## src/rtl/adder_pkg.sv

```systemverilog
// adder_pkg
// Shared declarations for the serial adder/subtractor family:
//   state_t    - controller states (IDLE, RUN, DONE)
//   cnt_width  - width of the chunk counter for N chunks, never below 1 bit
package adder_pkg;

  typedef enum logic [1:0] {
    IDLE = 2'd0,
    RUN  = 2'd1,
    DONE = 2'd2
  } state_t;

  // clog2(n) collapses to 0 for n=1, which would give a zero-width counter,
  // so anything up to 2 chunks uses a single bit.
  function automatic int cnt_width(input int n);
    return (n <= 2) ? 1 : $clog2(n);
  endfunction

endpackage

```

## src/rtl/fa_cell.sv

```systemverilog
// fa_cell
// Single-bit full adder assembled from two half-adder stages and an OR.
// Ports:
//   a, b  in   operand bits
//   cin   in   carry in
//   s     out  sum bit
//   cout  out  carry out
module fa_cell (
  input  logic a,
  input  logic b,
  input  logic cin,
  output logic s,
  output logic cout
);

  logic p;
  logic g1;
  logic g2;

  // First half adder combines the operands, the second folds in the carry;
  // either stage generating a carry produces the carry out.
  always_comb begin
    p    = a ^ b;
    g1   = a & b;
    s    = p ^ cin;
    g2   = p & cin;
    cout = g1 | g2;
  end

endmodule

```

## src/rtl/serial_addsub.sv

```systemverilog
// serial_addsub
// Multi-cycle adder/subtractor: DIGIT bits per clock through a chain of
// fa_cell slices with a registered carry, start/busy/done handshake.
// Ports:
//   clk    in   rising-edge clock
//   rst    in   asynchronous active-high reset
//   start  in   request, only looked at while not busy
//   sub    in   0 = a+b, 1 = a-b (captured with start)
//   a, b   in   WIDTH-bit operands (captured with start)
//   busy   out  high while chunks are being processed
//   done   out  one-cycle pulse, result outputs valid from this cycle
//   sum    out  WIDTH-bit result, held until the next completion
//   cout   out  carry out of the MSB (subtraction: 1 = no borrow)
//   ovf    out  signed overflow
module serial_addsub
  import adder_pkg::*;
#(
  parameter int WIDTH = 8,
  parameter int DIGIT = 1
) (
  input  logic             clk,
  input  logic             rst,
  input  logic             start,
  input  logic             sub,
  input  logic [WIDTH-1:0] a,
  input  logic [WIDTH-1:0] b,
  output logic             busy,
  output logic             done,
  output logic [WIDTH-1:0] sum,
  output logic             cout,
  output logic             ovf
);

  localparam int N  = WIDTH / DIGIT;
  localparam int CW = cnt_width(N);

  if (WIDTH < 2 || DIGIT < 1 || (WIDTH % DIGIT) != 0) begin : g_bad_params
    $error("serial_addsub: WIDTH must be >= 2 and a multiple of DIGIT >= 1");
  end

  state_t state;
  state_t state_nxt;

  logic [WIDTH-1:0] opa;
  logic [WIDTH-1:0] opb;
  logic [WIDTH-1:0] res;
  logic [WIDTH-1:0] res_next;
  logic             carry;
  logic [CW-1:0]    cnt;

  logic             accept;
  logic             step;
  logic             last;
  logic             finish;

  logic [DIGIT:0]   chain;
  logic [DIGIT-1:0] slice_sum;

  // Per-cycle slice: DIGIT full adders rippling from the registered carry.
  // chain[DIGIT-1] is the carry into the slice MSB, which on the final chunk
  // is the carry into bit WIDTH-1 needed for signed overflow.
  assign chain[0] = carry;

  for (genvar i = 0; i < DIGIT; i++) begin : g_slice
    fa_cell u_fa (
      .a    (opa[i]),
      .b    (opb[i]),
      .cin  (chain[i]),
      .s    (slice_sum[i]),
      .cout (chain[i+1])
    );
  end

  // New chunks enter at the MSB end so that after N chunks the first one
  // has been pushed down to bit 0. With a single chunk there is nothing
  // older to keep.
  if (DIGIT == WIDTH) begin : g_res_whole
    assign res_next = slice_sum;
  end else begin : g_res_shift
    assign res_next = {slice_sum, res[WIDTH-1:DIGIT]};
  end

  assign last   = (cnt == CW'(N - 1));
  assign finish = step & last;
  assign busy   = (state == RUN);
  assign done   = (state == DONE);

  // Controller state register.
  always_ff @(posedge clk or posedge rst) begin
    if (rst) begin
      state <= IDLE;
    end else begin
      state <= state_nxt;
    end
  end

  // Next-state logic. DONE accepts a new request directly so back-to-back
  // operations cost N+1 cycles; RUN ignores start entirely.
  always_comb begin
    state_nxt = state;
    accept    = 1'b0;
    step      = 1'b0;
    unique case (state)
      IDLE: begin
        if (start) begin
          accept    = 1'b1;
          state_nxt = RUN;
        end
      end
      RUN: begin
        step = 1'b1;
        if (last) begin
          state_nxt = DONE;
        end
      end
      DONE: begin
        if (start) begin
          accept    = 1'b1;
          state_nxt = RUN;
        end else begin
          state_nxt = IDLE;
        end
      end
      default: state_nxt = IDLE;
    endcase
  end

  // Datapath. Subtraction is a + ~b + 1: invert b on capture and seed the
  // carry with sub. The visible outputs are only written on the completion
  // edge, so partial results never leak out.
  always_ff @(posedge clk or posedge rst) begin
    if (rst) begin
      opa   <= '0;
      opb   <= '0;
      res   <= '0;
      carry <= 1'b0;
      cnt   <= '0;
      sum   <= '0;
      cout  <= 1'b0;
      ovf   <= 1'b0;
    end else begin
      if (accept) begin
        opa   <= a;
        opb   <= b ^ {WIDTH{sub}};
        carry <= sub;
        res   <= '0;
        cnt   <= '0;
      end else if (step) begin
        opa   <= opa >> DIGIT;
        opb   <= opb >> DIGIT;
        carry <= chain[DIGIT];
        res   <= res_next;
        cnt   <= cnt + CW'(1);
      end
      if (finish) begin
        sum  <= res_next;
        cout <= chain[DIGIT];
        ovf  <= chain[DIGIT-1] ^ chain[DIGIT];
      end
    end
  end

endmodule

```

## config.mk

```make
export PLATFORM = sky130hd
export DESIGN_NAME = serial_addsub
export DESIGN_NICKNAME = d
export VERILOG_FILES = /design/src/rtl/adder_pkg.sv /design/src/rtl/fa_cell.sv /design/src/rtl/serial_addsub.sv
export SDC_FILE = /design/constraint.sdc
export NUM_CORES = 1
export LEC_CHECK = 0
export ABC_AREA = 0
export CAP_MARGIN = 20
export CORE_MARGIN = 10
export CORE_UTILIZATION = 50
export DETAILED_ROUTE_END_ITERATION = 7
export GPL_ROUTABILITY_DRIVEN = 0
export PLACE_DENSITY = 0.84
export REMOVE_ABC_BUFFERS = 1
export SKIP_LAST_GASP = 1
export SLEW_MARGIN = 20
export SYNTH_ARGS = -nofsm -noshare
export SYNTH_HDL_FRONTEND = slang
export SYNTH_HIERARCHICAL = 1
export SYNTH_SLANG_ARGS = --single-unit
```

## constraint.sdc

```tcl
create_clock -name clk -period 3.5 [get_ports clk]
set_input_delay 0.875 -clock clk [delete_from_list [all_inputs] [get_ports clk]]
set_output_delay 0.875 -clock clk [all_outputs]
set_load 0.005 [all_outputs]
```

; ---- Word-level counts from Yosys, hierarchy flattened
; Index checks and enable logic that the tools add are counted.
[classes]
n_addsub = 1
multipliers = 0
n_div = 0
order_cmp = 0
eq_ne = 5
shift = 0
muxes = 17
n_bitwise = 8
n_reduce_logical = 4
[op_table]
columns = cell, n
row1 = $mux W8, 6
row2 = $xor A8 B8 Y8, 1
row3 = $mux W1, 6
row4 = $mux W3, 2
row5 = $pmux W2 S3, 1
row6 = $mux W2, 2
row7 = $add A3 B1 Y3 const B, 1
row8 = $and A1 B1 Y1, 3
row9 = $eq A3 B3 Y1 const B, 1
row10 = $xor A1 B1 Y1, 3
row11 = $eq A2 B1 Y1 const B, 1
row12 = $eq A2 B2 Y1 const B, 1
row13 = $logic_not A2 Y1, 1
row14 = $ne A2 B1 Y1 const B, 1
row15 = $ne A2 B2 Y1 const B, 1
row16 = $reduce_and A2 Y1, 1
row17 = $reduce_bool A2 Y1, 1
row18 = $reduce_or A2 Y1, 1
row19 = $or A1 B1 Y1, 1
[word_totals]
register_bits = 40
latch_bits = 0
ramBits = 0
romBits = 0
in_bits = 20
out_inout_bits = 12
n_memories = 0

; ---- Logic depth before layout (Yosys ltp)
[depth]
word_depth = 5
ltp_mapped = 6

; ---- Hierarchy
; Netlist, hierarchy kept.
[modules_own_cells]
columns = mod, n_inst, cells_each, area_per_inst_um2, seq_area_each_um2
row1 = serial_addsub, 1, 130, 1744.2, 975.9
row2 = fa_cell, 1, 1, 20.0, 0.0

; ---- Least setup slack after synthesis
; OpenSTA, ideal clock, no wires.
[synth_timing]
path_kind = reg-to-output
startpoint = reg state[1]
endpoint = out busy
arrival_time_ns = 0.813
required_time_ns = 2.625
slack_ns = 1.812
stages_incl_launch_ff = 4
n_path_buf = 2
cell_sequence = dfrtp_1 -> nor2b_4 -> buf_6 -> buf_4
[synth_via]
elab_chain_len = 1
[synth_rtl]
columns = element, line
row1 = start: declaration, serial_addsub.sv:41  ; state_t state;
row2 = start signal: assignment, serial_addsub.sv:93  ; state <= state_nxt;
row3 = $eq A2 B1 Y1, serial_addsub.sv:85  ; assign busy = (state == RUN);
row4 = end: declaration, serial_addsub.sv:27  ; output logic busy,
; Every way passes these cells.

; ---- Worst setup path after layout
[layout_timing]
startpoint = reg state[0]
endpoint = out busy
; Same word-level chain as after synthesis.

==> results.cfg <==
[timing]
setup_viol = 0
rsz0062_at_grt = no
max_freq_mhz = 367
final.period_utilization = 0.778
setup_tns_ns = 0
finClkSkew_ns = 0.00585
slew_headroom = 0.560
final_max_slew_viol_count = 0
tightest_slew_ns = 0.658
finalHoldViolCount = 0
post-route-min-period_ns = 2.72

[cells_and_area]
fill_cells = 284
drive_gt1_frac = 0.128
diodes = 0
fin_nets = 186
area_growth_pct = 21.6

[die]
dieArea_mm2 = 0.00630
fp.dieH_um = 79.4
initial_core_util = 0.525
die_w_um = 79.4
core_mm2 = 0.00336
ios = 32
rows = 21

[place]
portBuffers = 31
dp_hpwl_um = 2300

[critical_path]
cp_max_fo = 28
worstSetupStartpointType = register
worstSetupPathType = register to output pin
end_kind = output pin
required_ns = 2.62
worstPathArrival_ns = 1.85

[logic_synthesis]
synth_edf_count = 0
synthTopCellsByArea = dfrtp_1 (55%), a22o_1 (8.4%), mux2_4 (6.0%), mux2i_1 (5.1%), xor2_1 (4.0%)
yosysMostFrequentCell = dfrtp_1
synthFlopType = dfrtp_1
synthArstFlopShare = 1.00
yosysTopAreaCell = dfrtp_1
syn-cell-area_mm2 = 0.00176
syn-mean-instance-area_um2 = 13.5
synth_cell_types = 24
syn_inst = 131
synth_top_cell_area_share = 0.553
seq_area_frac_synth = 0.553
synth_seq_cells = 39
ys_warn_count = 6
yosys-top-cells-count = dfrtp_1 (39), a22o_1 (17), nand2_1 (10), o21ai_1 (10), mux2i_1 (9)

[global_routing]
grt_max_degree = 40
grt_pass1_vias = 1201
grt-ovfl-total = 0
grt_pass1_wl_um = 5580
grt_usage = 0.111
antenna_found_initial = 0

[clock_network]
tritoncts = done
cts_num_sinks = 39
h-tree-depth = 2
post_cts_buffers = 0
path_clk_slew_ns = 0.11
root_buffer = clkbuf_4
cts_resized = 0
postCtsHoldBufs = 0
cts.path.max_buffers = 2
clkLatencyLatePin_ns = 0.34
cts_inserted_buffers = 5

[status]
outcome = finished, final reports clean

[pwr]
powerDensity_mw_per_mm2 = 820
p_leak_nw = 1.07
ir_drop_v = 0.000397
total_power_mw = 1.76

[drt]
drc = 0
ant_nets = 0
vias_per_cell = 5.22
num_vias = 1096
wl_per_cell_um = 15.0
drt_wl_total_um = 3160
initialDrtViolationCount = 66
drtPass1Iterations = 4

[worst_hold_path]
hold_class = register to register

[run]
drv_cap = 0
-- per-stage QoR --
| step | cell area (um2) | cells | hold slack, ns | setup slack [ns] | utilization |
|---|---|---|---|---|---|
| final | 2150 | 210 | 0.488 | 0.778 | 0.638 |
| after global routing | 2150 | 210 | 0.507 | 0.664 | 0.638 |
| after CTS | 2150 | 210 | 0.491 | 0.761 | 0.638 |
| after detailed placement | 2080 | 202 | 0.466 | 1.06 | 0.618 |
| after global placement | 2080 | 202 | 0.461 | 1.11 | 0.618 |
| after floorplan | 1680 | 122 | 0.449 | 0.914 | - |
-- critical path, stage by stage (launching register included) --
cell and delay, ns:
dfrtp_1 0.42, nor2b_4 0.15, buf_4 0.35, clkdlybuf4s50_1 0.59
-- cell type report --
class	count	area, um2	area share
Clock buffer	8	68.8	0.0321
Inverter	3	11.3	0.00525
Multi-Input combinational cell	80	699	0.326
Sequential cell	39	976	0.455
Tap cell	46	57.6	0.0268
Timing Repair Buffer	34	333	0.155
-- path summary, 6_finish.rpt --
| path | start | endpoint | slack (ns) | cells after the start |
|---|---|---|---|---|
| worst min register to register | opa[2] | opa[2] | 0.49 | 1 |
| worst max-delay path | state[0] | busy | 0.78 | 3 |
| worst max register to register | cnt[0] | cout | 1.70 | 4 |
| max in group asynchronous | rst | state[0] | 2.22 | 3 |
| min in group asynchronous | rst | sum[4] | 0.95 | 3 |
| worst min-delay path | opa[2] | opa[2] | 0.49 | 1 |
-- placed cells by master, fill, tap and decap left out --
cell	netlist	routed
dfrtp_1	39	39
clkdlybuf4s50_1	0	31
a22o_1	17	17
o21ai_1	10	10
clkbuf_8	0	2
mux2_1	2	2
fa_1	1	1
mux2_2	1	1
mux2i_1	9	9
nor2b_2	0	1
ha_1	2	2
nand3b_1	1	1
nor2_8	1	1
buf_4	3	3
nor2b_4	1	1
clkbuf_4	0	5
mux2_4	7	7
clkbuf_1	0	1
and2b_1	1	1
nand2_1	10	10
a21o_1	7	7
xor2_1	8	8
inv_1	3	3
xnor2_1	1	1
-- flip-flops by register name, summed over array words and instances, names as in the netlist --
signal	flops
carry	1
cnt	3
cout	1
opa	8
opb	8
ovf	1
res	7
state	2
sum	8
-- per-layer routing --
metal,global-route usage,share of wire,vias to the layer above
met3,0.0631,0.092,6
met4,0.0466,0.013,0
li1,-,-,527
met2,0.166,0.47,37
met5,0,0,-
met1,0.127,0.43,526
-- kinds of logic after synthesis --
kind of cell / count (synthesis) / share of synthesized area
buffers and inverters: 12 / 0.0518
muxes: 19 / 0.130
AOI/OAI and AO/OA: 34 / 0.143
DFF: 39 / 0.553
xor gates and xnor gates: 9 / 0.0447
adders and majority gates: 3 / 0.0255
and+or+nand+nor: 15 / 0.0525
-- power breakdown --
| part | internal [mW] | total (mW) | switching (mW) |
|---|---|---|---|
| clock | 0.118 | 0.255 | 0.136 |
| combinational | 0.430 | 0.742 | 0.312 |
| sequential | 0.641 | 0.762 | 0.121 |
Note: power is estimated with default switching activity, not from simulation.
